===== src/rtl/sdram_arbiter_pkg.sv =====
// Shared types for the two-client SDRAM arbiter: FSM encoding and client write fields.
package sdram_arbiter_pkg;
    localparam int DATA_W = 16;
    localparam int MASK_W = 2;

    typedef enum logic [1:0] {
        IDLE    = 2'd0,
        BUSY_A  = 2'd1,
        BUSY_B  = 2'd2,
        RELEASE = 2'd3
    } arb_state_e;

    typedef struct packed {
        logic [DATA_W-1:0] wr_data;
        logic [MASK_W-1:0] wr_mask;
        logic              we;
    } wr_fields_t;
endpackage


===== src/rtl/sdram_arb_mux.sv =====
// Registered 2:1 selector: captures the winning client's request fields on load.
module sdram_arb_mux
    import sdram_arbiter_pkg::*;
#(
    parameter int ADDR_BITS = 32
) (
    input  logic                 clk_i,
    input  logic                 rst_n_i,
    input  logic                 load_i,
    input  logic                 sel_b_i,
    input  logic [ADDR_BITS-1:0] a_addr_i,
    input  logic [ADDR_BITS-1:0] b_addr_i,
    input  wr_fields_t           a_fields_i,
    input  wr_fields_t           b_fields_i,
    output logic [ADDR_BITS-1:0] ctl_addr_o,
    output logic [DATA_W-1:0]    ctl_wr_data_o,
    output logic [MASK_W-1:0]    ctl_wr_mask_o,
    output logic                 ctl_we_o
);
    logic [ADDR_BITS-1:0] addr_q;
    wr_fields_t           fields_q;

    always_ff @(posedge clk_i or negedge rst_n_i) begin
        if (!rst_n_i) begin
            addr_q   <= '0;
            fields_q <= '0;
        end else if (load_i) begin
            addr_q   <= sel_b_i ? b_addr_i   : a_addr_i;
            fields_q <= sel_b_i ? b_fields_i : a_fields_i;
        end
    end

    assign ctl_addr_o    = addr_q;
    assign ctl_wr_data_o = fields_q.wr_data;
    assign ctl_wr_mask_o = fields_q.wr_mask;
    assign ctl_we_o      = fields_q.we;
endmodule


===== src/rtl/sdram_arbiter.sv =====
// Two-client SDRAM request arbiter: A has fixed priority, a wait counter bounds B starvation.
module sdram_arbiter
    import sdram_arbiter_pkg::*;
#(
    parameter int ADDR_BITS    = 32,
    parameter int B_WAIT_LIMIT = 8
) (
    input  logic                 clk_i,
    input  logic                 reset_n_i,
    input  logic [ADDR_BITS-1:0] a_addr_i,
    input  logic [DATA_W-1:0]    a_wr_data_i,
    input  logic [MASK_W-1:0]    a_wr_mask_i,
    input  logic                 a_we_i,
    input  logic                 a_enable_i,
    output logic                 a_ack_o,
    output logic [DATA_W-1:0]    a_rd_data_o,
    output logic                 a_idle_o,
    input  logic [ADDR_BITS-1:0] b_addr_i,
    input  logic [DATA_W-1:0]    b_wr_data_i,
    input  logic [MASK_W-1:0]    b_wr_mask_i,
    input  logic                 b_we_i,
    input  logic                 b_enable_i,
    output logic                 b_ack_o,
    output logic [DATA_W-1:0]    b_rd_data_o,
    output logic                 b_idle_o,
    output logic [ADDR_BITS-1:0] ctl_addr_o,
    output logic [DATA_W-1:0]    ctl_wr_data_o,
    output logic [MASK_W-1:0]    ctl_wr_mask_o,
    output logic                 ctl_we_o,
    output logic                 ctl_enable_o,
    input  logic [DATA_W-1:0]    ctl_rd_data_i,
    input  logic                 ctl_ack_i,
    input  logic                 ctl_idle_i
);
    localparam logic [7:0] WAIT_MAX = 8'(B_WAIT_LIMIT);

    arb_state_e        state_q;
    logic              granted_b_q;
    logic              ctl_enable_q;
    logic              a_ack_q, b_ack_q;
    logic [DATA_W-1:0] a_rd_q, b_rd_q;
    logic [7:0]        b_wait_q;

    logic load_d, grant_b_d, granted_en_d;

    assign grant_b_d    = b_enable_i && (!a_enable_i || b_wait_q == WAIT_MAX);
    assign load_d       = (state_q == IDLE) && ctl_idle_i && (a_enable_i || b_enable_i);
    assign granted_en_d = granted_b_q ? b_enable_i : a_enable_i;

    sdram_arb_mux #(.ADDR_BITS(ADDR_BITS)) u_mux (
        .clk_i        (clk_i),
        .rst_n_i      (reset_n_i),
        .load_i       (load_d),
        .sel_b_i      (grant_b_d),
        .a_addr_i     (a_addr_i),
        .b_addr_i     (b_addr_i),
        .a_fields_i   ('{wr_data: a_wr_data_i, wr_mask: a_wr_mask_i, we: a_we_i}),
        .b_fields_i   ('{wr_data: b_wr_data_i, wr_mask: b_wr_mask_i, we: b_we_i}),
        .ctl_addr_o   (ctl_addr_o),
        .ctl_wr_data_o(ctl_wr_data_o),
        .ctl_wr_mask_o(ctl_wr_mask_o),
        .ctl_we_o     (ctl_we_o)
    );

    always_ff @(posedge clk_i or negedge reset_n_i) begin
        if (!reset_n_i) begin
            state_q      <= IDLE;
            granted_b_q  <= 1'b0;
            ctl_enable_q <= 1'b0;
            a_ack_q      <= 1'b0;
            b_ack_q      <= 1'b0;
            a_rd_q       <= '0;
            b_rd_q       <= '0;
            b_wait_q     <= '0;
        end else begin
            a_ack_q <= 1'b0;
            b_ack_q <= 1'b0;
            case (state_q)
                IDLE: if (load_d) begin
                    ctl_enable_q <= 1'b1;
                    granted_b_q  <= grant_b_d;
                    if (grant_b_d) begin
                        state_q  <= BUSY_B;
                        b_wait_q <= '0;
                    end else begin
                        state_q <= BUSY_A;
                        if (b_enable_i && b_wait_q < WAIT_MAX) b_wait_q <= b_wait_q + 8'd1;
                    end
                end
                BUSY_A: if (ctl_ack_i) begin
                    ctl_enable_q <= 1'b0;
                    a_ack_q      <= 1'b1;
                    a_rd_q       <= ctl_rd_data_i;
                    state_q      <= RELEASE;
                end
                BUSY_B: if (ctl_ack_i) begin
                    ctl_enable_q <= 1'b0;
                    b_ack_q      <= 1'b1;
                    b_rd_q       <= ctl_rd_data_i;
                    state_q      <= RELEASE;
                end
                // A still-high enable here is the old request, not a new one.
                RELEASE: if (!granted_en_d) state_q <= IDLE;
                default: state_q <= IDLE;
            endcase
        end
    end

    assign ctl_enable_o = ctl_enable_q;
    assign a_ack_o      = a_ack_q;
    assign b_ack_o      = b_ack_q;
    assign a_rd_data_o  = a_rd_q;
    assign b_rd_data_o  = b_rd_q;
    assign a_idle_o     = (state_q == IDLE) && ctl_idle_i;
    assign b_idle_o     = (state_q == IDLE) && ctl_idle_i;
endmodule


===== config.mk =====
export PLATFORM = sky130hd
export DESIGN_NAME = sdram_arbiter
export DESIGN_NICKNAME = d
export VERILOG_FILES = /design/src/rtl/sdram_arbiter_pkg.sv /design/src/rtl/sdram_arb_mux.sv /design/src/rtl/sdram_arbiter.sv
export SDC_FILE = /design/constraint.sdc
export NUM_CORES = 1
export LEC_CHECK = 0
export CORE_MARGIN = 2
export CORE_UTILIZATION = 41
export CTS_CLUSTER_SIZE = 20
export DETAILED_ROUTE_END_ITERATION = 10
export PLACE_DENSITY = 0.85
export REMOVE_ABC_BUFFERS = 1
export SETUP_SLACK_MARGIN = 0.5
export SLEW_MARGIN = 20
export SYNTH_ARGS = -nofsm -noshare
export SYNTH_HDL_FRONTEND = slang
export SYNTH_SLANG_ARGS = --single-unit

===== constraint.sdc =====
create_clock -name clk_i -period 2.4 [get_ports clk_i]
set_input_delay 0.48 -clock clk_i [delete_from_list [all_inputs] [get_ports clk_i]]
set_output_delay 0.48 -clock clk_i [all_outputs]
set_load 0.02 [all_outputs]

Word level (Yosys, flattened, before mapping):

Index checks and enable logic that the tools add are counted.

* register bits: 97
* bits of input ports: 124
* output and inout bits: 88
* logic and storage cells: 54

* add/sub/neg operators: 1
* $lt $le $gt $ge: 1
* equal/unequal tests: 7
* multiplexer cells: 16
* reduce and logical (&&, ||, !) cells: 17

Operators by type and width (number)
* 32-bit two-way mux: 1
* 19-bit two-way mux: 1
* 8-bit two-way mux: 2
* 3-bit AND reduction: 3
* 8-bit by 1-bit adder with 8-bit output (second input constant): 1
* 8-bit by 4-bit equality test with 1-bit output (second input constant): 1
* 8-bit by 4-bit less-than comparator with 1-bit output (second input constant): 1
* 2-bit two-way mux: 4
* 1-bit two-way mux: 6
* 2-bit case mux with 3 select lines: 1
* 2-bit AND reduction: 3
* 2-bit equality test (second input constant): 2
* 1-bit logical AND: 4
* 2-bit != test (second input constant): 2
* 2-bit nonzero test: 2
* 2-bit by 1-bit equality test with 1-bit output (second input constant): 1
* 2-bit logical NOT: 1
* 1-bit logical OR: 2
* 2-bit by 1-bit != test with 1-bit output (second input constant): 1
* 1-bit case mux with 2 select lines: 1
* 2-bit OR reduction: 1
* 1-bit logical NOT: 1

Longest topological paths before layout:

Gate-level depths: netlist of the first run.

* depth after elaboration: 6
* depth in mapped cells: 8
* mapped depth without buffers: 6

Modules after synthesis:

From an unflattened synthesis of the first run, not the netlist that was laid out.

* cells, all modules: 366
* area, all modules: 4331.7 sq um

Modules (own cells, without submodules)
* sdram_arb_mux: instances 1, cells each 221, area an instance 2372.3 sq um, seq. area each 1276.2 sq um
* sdram_arbiter: instances 1, cells each 145, area an instance 1959.4 sq um, seq. area each 1151.1 sq um

Worst setup path after synthesis of the first run:

OpenSTA, ideal clock, no wires.

* kind: flip-flop to flip-flop
* from: reg state_q[0]
* to: reg u_mux.addr_q[0], in the netlist u_mux.ctl_addr_o[0]
* library setup time: 0.141 ns
* arrival: 1.716 ns
* data required time: 2.259 ns
* path slack: 0.543 ns
* stages on the path, launching flop included: 8
* path buffers: 2
* period minus slack after synthesis: 1.857 ns
* cell sequence: dfrtp_1 > inv_1 > ha_1 > and2_1 > o21a_1 > buf_2 > buf_1 > a31oi_1

* longest elaborated chain between the ends: 3

RTL lines
* from (decl): line sdram_arbiter.sv:37 `arb_state_e state_q;`
* from (signal assigned): line sdram_arbiter.sv:67 `state_q <= IDLE;`
* from (signal assigned): line sdram_arbiter.sv:83 `state_q <= BUSY_B;`
* from (signal assigned): line sdram_arbiter.sv:86 `state_q <= BUSY_A;`
* 2-bit logical NOT
* 1-bit logical AND
* net a_idle_o: line sdram_arbiter.sv:17 `output logic a_idle_o,`
* 1-bit logical AND: line sdram_arbiter.sv:47 `assign load_d = (state_q == IDLE) && ctl_idle_i && (a_enable_i || b_enable_i);`
* to (signal assigned): line sdram_arb_mux.sv:28 `addr_q <= sel_b_i ? b_addr_i : a_addr_i;`
* to (decl): line sdram_arb_mux.sv:20 `logic [ADDR_BITS-1:0] addr_q;`

The timed path passes the listed nets, and every way through them passes these cells.
A chain may end at the register's enable or synchronous reset.

Final worst setup path of the first run:

* from: reg u_mux.fields_q, in the netlist u_mux.ctl_wr_data_o[5]
* to: out ctl_wr_data_o[5]

RTL lines
* from (decl): line sdram_arb_mux.sv:21 `wr_fields_t fields_q;`
* from (signal assigned): line sdram_arb_mux.sv:29 `fields_q <= sel_b_i ? b_fields_i : a_fields_i;`
* to (decl): line sdram_arbiter.sv:27 `output logic [DATA_W-1:0] ctl_wr_data_o,`

No word-level cell between the ends.

==> impl_metrics.env, run 1 <==
export IMPL_status="finished clean"
export IMPL_gp_congestion=0.811
export IMPL_antenna_left=0
export IMPL_dr_pass1_iters=4
export IMPL_crit_required_ps=1920
export IMPL_grt_ovfl_total=0
export IMPL_row_count=37
export IMPL_maxSlewViolCount=0
export IMPL_hold_buffers=0
export IMPL_met2_length_um=5800
export IMPL_fin_crit_sh_pct=76.4
export IMPL_placed_area_um2=6570
export IMPL_vias=3810
export IMPL_core_um2=10300
export IMPL_synth_top_area_cell="dfrtp_1"
export IMPL_cp_cell_sequence="clkdlybuf4s50_1"
export IMPL_track_usage_pct=20.8
export IMPL_worst_path_max_delay_cell="clkdlybuf4s50_1"
export IMPL_end_kind="output pin"
export IMPL_netlist_area_um2=4300
export IMPL_fin_crit_ps=1830
export IMPL_num_antenna_cells=0
export IMPL_routed_wl_met3_um=882
export IMPL_clock_latency_ps=360
export IMPL_synth_seq_cells=97
export IMPL_leakage_nw=2.93
export IMPL_start_kind="register"
export IMPL_postRouteWirelength_um=11400
export IMPL_clockBufferDepth=2
export IMPL_top_layer="met4"
export IMPL_max_stage_delay_ps=620
export IMPL_rsz0062_at_grt="true"
export IMPL_r2r_end="state_q[0]"
export IMPL_drt_iter0_drc=161
export IMPL_ctsHtreeMaxLevel=3
export IMPL_fillers=814
export IMPL_crit_fanout=2
export IMPL_rrSetupSlack_ps=630
export IMPL_wl_met1_um=4440
export IMPL_mostFrequentLayoutCell="clkdlybuf4s50_1"
export IMPL_fp_dieH_um=106
export IMPL_crit_family="buffers and inverters"
export IMPL_p_per_area_nw_per_um2=1200
export IMPL_io_buffers=211
export IMPL_final_layout_size_suffix_gt1_share_pct=11.9
export IMPL_nets=764
export IMPL_cts_tree="done"
export IMPL_postSynthCellCount=424
export IMPL_grt_pass1_vias=3842
export IMPL_seq_area_frac_synth_pct=56.4
export IMPL_die_w_um=106
export IMPL_setup_viol=0
export IMPL_worst_slew_pin_slew_ps=636
export IMPL_hold_viol=0
export IMPL_wire_per_inst_um=14.7
export IMPL_fin_area_um2=6810
export IMPL_clk_pin_slew_ps=100
export IMPL_remaining_drc_errors=0
export IMPL_ioPinCount=212
export IMPL_worstRegToRegCells=7
export IMPL_grt_pass1_wl_um=18600
export IMPL_die_area_um2=11300
export IMPL_maxCapViolCount=0
export IMPL_synth_area_top_cells="dfrtp_1 56%, nand2_1 9.7%, mux2_2 8.6%, a31oi_1 7.6%, nor2_1 4.8%"
export IMPL_crit_buf_inv=1
export IMPL_fmax_ghz=0.546
export IMPL_cts_sinks=97
export IMPL_cp_arrival_ps=1350
export IMPL_irDropWorstVdd_mv=0.667
export IMPL_relSlewSlack_pct=57.6
export IMPL_start_util_pct=41.9
export IMPL_grt_max_degree=51
export IMPL_final_setup_tns_ps=0
export IMPL_viasPerCell=4.92
export IMPL_crit_type="reg2out"
export IMPL_cts_root_buf="clkbuf_8"
export IMPL_min_path_type="in2async"
export IMPL_mostFrequentLayoutCells="203 x clkdlybuf4s50_1, 111 x nand2_1, 96 x dfrtp_1"
export IMPL_antenna_found_initial=0
export IMPL_ys_types=37
export IMPL_r2r_start="b_wait_q[0]"
export IMPL_synth_avg_cell_area_um2=10.1
export IMPL_dpl_hpwl_um=8660
export IMPL_cp_depth=1
export IMPL_clock_skew_ps=15.2
export IMPL_cts_buffers=9
export IMPL_ys_warn_count=0
export IMPL_synth_top_area_share_pct=56.4
export IMPL_area_growth_pct=58.3
-- worst max-delay path by stage --
stage | from | end | slack [ps]
detailed placement | ctl_idle_i | a_idle_o | 110
global route | b_enable_i | state_q[0] | 460
floorplan | state_q[0] | u_mux.ctl_addr_o[27] | -860
finish | u_mux.ctl_wr_data_o[5] | ctl_wr_data_o[5] | 570
global placement | ctl_idle_i | b_idle_o | 140
CTS | u_mux.ctl_addr_o[29] | ctl_addr_o[29] | 500
-- logic make-up after synthesis --
kind of cell | Yosys count | synth area share [%]
simple gates | 180 | 17.0
compound gates | 71 | 10.8
mux | 34 | 8.87
fa+ha+maj | 7 | 2.04
buf+inv | 35 | 4.80
flops | 97 | 56.4
-- registers in the layout, summed over array words and instances (netlist names) --
signal               count
u_mux.ctl_wr_data_o     16
b_ack_o                  1
ctl_enable_o             1
u_mux.ctl_wr_mask_o      2
b_rd_data_o             16
state_q                  2
b_wait_q                 8
u_mux.ctl_we_o           1
granted_b_q              1
a_rd_data_o             16
u_mux.ctl_addr_o        32
a_ack_o                  1
-- through the flow --
stage	hold WS [ps]	util [%]	power [mW]	std cells	worst slack, ps
after detailed placement	491	63.9	7.07	756	114
after global placement	485	63.9	6.91	756	137
after floorplan	184	-	4.91	399	-864
final	134	66.3	8.14	774	567
after CTS	153	65.9	8.20	772	503
after global routing	173	66.3	8.67	774	456
-- cell usage after synthesis --
library cell and n:
mux2i_1 1, nor2b_1 3, and2_1 2, a21o_1 1, buf_4 1, a21oi_2 1
and3_1 1, nand2_1 111, o21ai_0 3, a31oi_1 52, o221ai_1 1, nor4b_1 1
o22a_1 2, o22ai_1 2, and4b_1 1, nor2_1 55, o21bai_1 1, ha_1 7
nand3_1 2, o21a_1 1, nor4_4 1, dfrtp_1 97, a222oi_1 1, o41ai_1 2
a21oi_1 2, clkbuf_8 5, clkbuf_1 5, a22o_1 1, buf_2 11, and4_2 1
buf_6 1, mux2_2 33, nor3_1 1, inv_1 10, buf_1 2, and2_2 1
a21o_2 1
-- layer usage --
layer	up-vias	track usage, %
met3	19	6.32
met5	-	0
li1	1854	-
met4	0	7.61
met1	1787	23.9
met2	150	36.5
-- cell type report --
type                    instances  area [µm²]  area share [%]
clock buffers                   9         124            1.82
clock inverters                 7        76.3            1.12
inverters                      10        37.5           0.551
multi-input cells             292        1700            25.0
flip-flops and latches         97        2430            35.7
well taps                     136         170            2.50
repair buffers                223        2270            33.4
-- report_power, final --
group          leakage [nW]  switching (mW)  total, mW  internal [mW]
registers              1.13           0.447       2.86           2.41
clock network        0.0966           0.595       1.09          0.491
logic                  1.70            2.04       4.20           2.16
-- timing repair --
action | 4_1_cts | 5_1_grt
setup buffers | 0 | 2
endpoints found under the setup margin | 3 | 21
endpoints found under the hold margin | 0 | 0
gates resized for setup | 15 | 9
pin swaps | 0 | 1
Power figures use the tool's default switching activity.
==> run 2, diff against run 1 <==
--- a/config.mk
+++ b/config.mk
@@ -6,10 +6,10 @@
 export NUM_CORES = 1
 export LEC_CHECK = 0
 export CORE_MARGIN = 2
-export CORE_UTILIZATION = 41
+export CORE_UTILIZATION = 37
 export CTS_CLUSTER_SIZE = 20
 export DETAILED_ROUTE_END_ITERATION = 10
-export PLACE_DENSITY = 0.85
+export PLACE_DENSITY = 0.81
 export REMOVE_ABC_BUFFERS = 1
 export SETUP_SLACK_MARGIN = 0.5
 export SLEW_MARGIN = 20
==> constraint.sdc (replaced) <==
create_clock -name clk_i -period 1.5 [get_ports clk_i]
set_input_delay 0.3 -clock clk_i [delete_from_list [all_inputs] [get_ports clk_i]]
set_output_delay 0.3 -clock clk_i [all_outputs]
set_load 0.02 [all_outputs]
==> run 2 against run 1 <==
The flow now finishes with violations (setup timing). Non-clock buffer count up 133. Largest power group unchanged. Setup slack worse by 880 ps. Register-to-register slack worse by 940 ps.
==> impl_metrics.env, run 2 (synthesis results as in run 1) <==
export IMPL_antenna_left=0
export IMPL_mostFrequentLayoutCell="clkdlybuf4s50_1"
export IMPL_clock_latency_ps=350
export IMPL_start_util_pct=37.8
export IMPL_die_area_um2=12500
export IMPL_drt_iter0_drc=255
export IMPL_cts_buffers=9
export IMPL_cts_tree="done"
export IMPL_wire_per_inst_um=19.2
export IMPL_irDropWorstVdd_mv=1.20
export IMPL_fin_crit_sh_pct=121
export IMPL_relSlewSlack_pct=76.8
export IMPL_fp_dieH_um=112
export IMPL_gp_congestion=0.846
export IMPL_p_per_area_nw_per_um2=1930
export IMPL_cts_sinks=97
export IMPL_maxCapViolCount=0
export IMPL_clk_pin_slew_ps=70
export IMPL_power_mw=17.6
export IMPL_leakage_nw=4.17
export IMPL_clockBufferDepth=2
export IMPL_area_growth_pct=112
export IMPL_ioPinCount=212
export IMPL_worst_slew_pin_slew_ps=349
export IMPL_largest_reg_flops=32
export IMPL_grt_max_degree=42
export IMPL_start_kind="primary input"
export IMPL_crit_type="in2reg"
export IMPL_setup_viol=80
export IMPL_ctsHtreeMaxLevel=3
export IMPL_cts_root_buf="clkbuf_16"
export IMPL_fin_crit_ps=1810
export IMPL_fillers=618
export IMPL_core_um2=11400
export IMPL_dr_pass1_iters=4
export IMPL_status="finished, violations left"
export IMPL_crit_fanout=9
export IMPL_clock_skew_ps=10.8
export IMPL_min_path_type="in2async"
export IMPL_hold_viol=0
export IMPL_crit_required_ps=1750
export IMPL_nets=898
export IMPL_fin_area_um2=9130
export IMPL_grt_ovfl_total=0
export IMPL_viasPerCell=5.23
export IMPL_cp_arrival_ps=2060
export IMPL_placed_area_um2=6870
export IMPL_io_buffers=211
export IMPL_postRouteWirelength_um=17600
export IMPL_num_antenna_cells=0
export IMPL_die_w_um=112
export IMPL_track_usage_pct=25.1
export IMPL_dpl_hpwl_um=9430
export IMPL_vias=4787
export IMPL_mostFrequentLayoutCells="121 x clkdlybuf4s50_1, 110 x buf_6, 97 x dfrtp_1"
export IMPL_antenna_found_initial=0
export IMPL_row_count=39
export IMPL_final_layout_size_suffix_gt1_share_pct=47.3
export IMPL_remaining_drc_errors=0
export IMPL_grt_pass1_wl_um=24700
export IMPL_end_kind="register"
export IMPL_setup_ws_ps=-312
export IMPL_rsz0062_at_grt="true"
export IMPL_violations="setup timing"
export IMPL_grt_pass1_vias=4897
export IMPL_maxSlewViolCount=0
export IMPL_fmax_ghz=0.552
-- run 2: changes by cell type in the layout (fill, tap and decap cells not counted), sizes merged, moves of 2 or more --
cell / before / now
buf: 15 / 227
clkdlybuf4s50: 203 / 121
clkbuf: 9 / 18
dlymetal6s2s: 4 / 0
clkinvlp: 2 / 0
inv: 13 / 11
-- run 2: where the power goes --
part           internal [mW]  switching [mW]  total, mW
sequential              3.87           0.997       4.86
clock                   1.27            1.03       2.30
combinational           5.96            4.45       10.4
total                   11.1            6.48       17.6
-- run 2: layout make-up --
cell class	count	area (µm²)	share of cell area [%]
Inverter	10	37.5	0.411
Timing Repair Buffer	356	4000	43.8
Multi-Input combinational cell	293	2190	24.0
Clock buffer	13	270	2.96
Sequential cell	97	2430	26.6
Tap cell	143	179	1.96
Clock inverter	3	22.5	0.247
-- run 2: critical path, cell delays in order --
cell and delay [ps]:
clkdlybuf4s50_1 530, and4b_1 290, buf_6 120, a21oi_4 210, buf_6 180, buf_16 140, nand2_1 70, a31oi_1 220
-- run 2: routing by layer --
| layer | routed length, µm | track usage (%) | vias to the layer above |
|---|---|---|---|
| li1 | - | - | 2143 |
| met1 | 6320 | 27.3 | 2371 |
| met2 | 9490 | 46.4 | 228 |
| met3 | 1250 | 6.75 | 45 |
| met4 | 486 | 9.71 | 0 |
| met5 | 0 | 0 | - |
-- run 2: timing repair --
| item | in CTS | in global routing |
|---|---|---|
| hold buffers | 1 | 0 |
| endpoints found under the setup margin | 185 | 230 |
| gates resized for setup | 618 | 64 |
| cloned | 13 | 6 |
| hold endpoints to repair | 21 | 0 |
| pin swaps | 26 | 50 |
| setup buffers | 36 | 50 |
-- run 2: final timing paths --
kind | startpoint | end | slack [ps] | depth (start not counted)
worst max register to register | b_wait_q[1] | u_mux.ctl_wr_data_o[0] | -310 | 8
worst min register to register | b_rd_data_o[6] | b_rd_data_o[6] | 530 | 1
worst min-delay path | reset_n_i | a_rd_data_o[7] | 390 | 2
min in group clk_i | a_wr_mask_i[0] | u_mux.ctl_wr_mask_o[0] | 510 | 3
max in group asynchronous | reset_n_i | u_mux.ctl_wr_data_o[11] | 610 | 3
worst max-delay path | b_enable_i | u_mux.ctl_wr_data_o[0] | -310 | 8
-- run 2: per-stage QoR --
step	worst slack, ps	hold WS [ps]	TNS (ps)	utilization (%)	instances
after detailed placement	-528	225	-32370	60.5	793
after CTS	-217	405	-11300	73.0	859
after global placement	-453	219	-28370	60.5	793
after global routing	-385	405	-19830	80.3	915
after floorplan	-1760	4.41	-91550	-	399
final	-312	390	-14540	80.3	915
==> run 3, diff against run 2 <==
--- a/config.mk
+++ b/config.mk
@@ -6,12 +6,13 @@
 export NUM_CORES = 1
 export LEC_CHECK = 0
 export CORE_MARGIN = 2
-export CORE_UTILIZATION = 37
+export CORE_UTILIZATION = 44
 export CTS_CLUSTER_SIZE = 20
 export DETAILED_ROUTE_END_ITERATION = 10
-export PLACE_DENSITY = 0.81
+export PLACE_DENSITY = 0.9
 export REMOVE_ABC_BUFFERS = 1
 export SETUP_SLACK_MARGIN = 0.5
+export SKIP_CTS_REPAIR_TIMING = 1
 export SLEW_MARGIN = 20
 export SYNTH_ARGS = -nofsm -noshare
 export SYNTH_HDL_FRONTEND = slang
==> constraint.sdc (replaced) <==
create_clock -name clk_i -period 2.3 [get_ports clk_i]
set_input_delay 0.46 -clock clk_i [delete_from_list [all_inputs] [get_ports clk_i]]
set_output_delay 0.46 -clock clk_i [all_outputs]
set_load 0.02 [all_outputs]
==> run 3 against run 2 <==
The run now ends clean. Cell count fell by 14%. Utilization fell by 5.6 points. Power fell by 52%. Wire length fell by 28%. Clock skew fell by 3.1 ps. Clock power fell by 54%. Critical path depth fell by 4. Flip-flop and latch count did not move. Cell area fell by 21%. Global-route usage fell by 3.4 points. Die area fell by 15%. Largest power group unchanged.
==> impl_metrics.env, run 3 (synthesis results as in run 1) <==
export IMPL_status="finished clean"
export IMPL_cts_root_buf="clkbuf_8"
export IMPL_start_util_pct=44.6
export IMPL_track_usage_pct=21.8
export IMPL_grt_pass1_vias=3825
export IMPL_remaining_drc_errors=0
export IMPL_rrSetupSlack_ps=540
export IMPL_final_setup_tns_ps=0
export IMPL_cts_buffers=9
export IMPL_fin_crit_ps=1840
export IMPL_rsz0062_at_grt="true"
export IMPL_maxSlewViolCount=0
export IMPL_leakage_nw=3.72
export IMPL_crit_type="reg2out"
export IMPL_placed_area_um2=6560
export IMPL_mostFrequentLayoutCell="clkdlybuf4s50_1"
export IMPL_crit_required_ps=1840
export IMPL_grt_max_degree=70
export IMPL_max_stage_delay_ps=430
export IMPL_cts_sinks=97
export IMPL_fin_crit_sh_pct=80.0
export IMPL_end_kind="output pin"
export IMPL_vias=3983
export IMPL_p_per_area_nw_per_um2=1170
export IMPL_io_buffers=211
export IMPL_clock_skew_ps=7.70
export IMPL_hold_viol=0
export IMPL_drt_iter0_drc=122
export IMPL_cp_arrival_ps=1380
export IMPL_fmax_ghz=0.543
export IMPL_area_growth_pct=67.3
export IMPL_wire_per_inst_um=16.2
export IMPL_relSlewSlack_pct=68.3
export IMPL_final_layout_size_suffix_gt1_share_pct=14.4
export IMPL_num_antenna_cells=0
export IMPL_clk_pin_slew_ps=100
export IMPL_ctsHtreeMaxLevel=3
export IMPL_nets=779
export IMPL_start_kind="register"
export IMPL_viasPerCell=5.07
export IMPL_grt_ovfl_total=0
export IMPL_crit_fanout=4
export IMPL_row_count=36
export IMPL_r2r_end="u_mux.ctl_addr_o[17]"
export IMPL_stdcell_count=786
export IMPL_postRouteWirelength_um=12700
export IMPL_fin_area_um2=7200
export IMPL_irDropWorstVdd_mv=0.566
export IMPL_gp_congestion=0.787
export IMPL_clockBufferDepth=2
export IMPL_mostFrequentLayoutCells="121 x clkdlybuf4s50_1, 111 x nand2_1, 96 x dfrtp_1"
export IMPL_dp_cells=755
export IMPL_worst_slew_pin_slew_ps=475
export IMPL_worstRegToRegCells=8
export IMPL_cp_cell_sequence="inv_2 -> ha_4 -> and2_4 -> buf_2"
export IMPL_dr_pass1_iters=7
export IMPL_setup_viol=0
export IMPL_maxCapViolCount=0
export IMPL_ioPinCount=212
export IMPL_core_um2=9640
export IMPL_worst_path_max_delay_cell="dfrtp_1"
export IMPL_largest_reg_flops=32
export IMPL_power_mw=8.41
export IMPL_antenna_found_initial=0
export IMPL_die_area_um2=10600
export IMPL_setup_worst_path_start="state_q[1]"
export IMPL_holdWs_ps=43.4
export IMPL_grt_pass1_wl_um=17900
export IMPL_clock_latency_ps=360
export IMPL_dpl_hpwl_um=8710
export IMPL_fp_dieH_um=103
export IMPL_r2r_start="state_q[1]"
export IMPL_antenna_left=0
export IMPL_die_w_um=103
export IMPL_cts_tree="done"
export IMPL_min_path_type="in2async"
-- run 3: how the worst max path moves through the flow --
| stage | endpoint | slack, ps |
|---|---|---|
| 6_report | b_idle_o | 460 |
| 3_5_place_dp | b_idle_o | 60 |
| 2_1_floorplan | u_mux.ctl_addr_o[27] | -960 |
| 5_1_grt | b_idle_o | 390 |
| 4_1_cts | b_idle_o | -220 |
| 3_3_place_gp | a_idle_o | 120 |
-- run 3: area by class of cell --
type	count	area, µm²
Sequential cell	97	2430
Inverter	10	37.5
Clock buffer	9	124
Multi-Input combinational cell	292	1730
Clock inverter	7	61.3
Fill cell	632	2440
Tap cell	133	166
Timing Repair Buffer	238	2650
-- run 3: worst max-delay path, delay by kind of cell, from the launching register on --
kind	cells	cell delay, ps
simple gates	1	150
buf+inv	2	270
flops	1	430
fa+ha+maj	1	160
-- run 3: routing by layer --
layer	vias to the layer above	wire, µm	global-route usage, %
met5	-	0	0
met4	0	158	8.30
met3	13	920	6.10
met2	179	6690	39.0
met1	1909	4940	24.7
li1	1882	-	-
-- run 3: through the flow --
stage,setup slack [ps],util (%)
after global routing,392,74.7
after global placement,118,68.1
final,460,74.7
after floorplan,-964,-
after detailed placement,61.4,68.1
after CTS,-224,70.0
-- run 3: where the power goes --
part	total [mW]	switching (mW)	leakage (nW)	internal [mW]
combinational	4.41	2.22	2.50	2.19
sequential	2.95	0.436	1.13	2.51
clock	1.05	0.639	0.0888	0.414
total	8.41	3.30	3.72	5.11
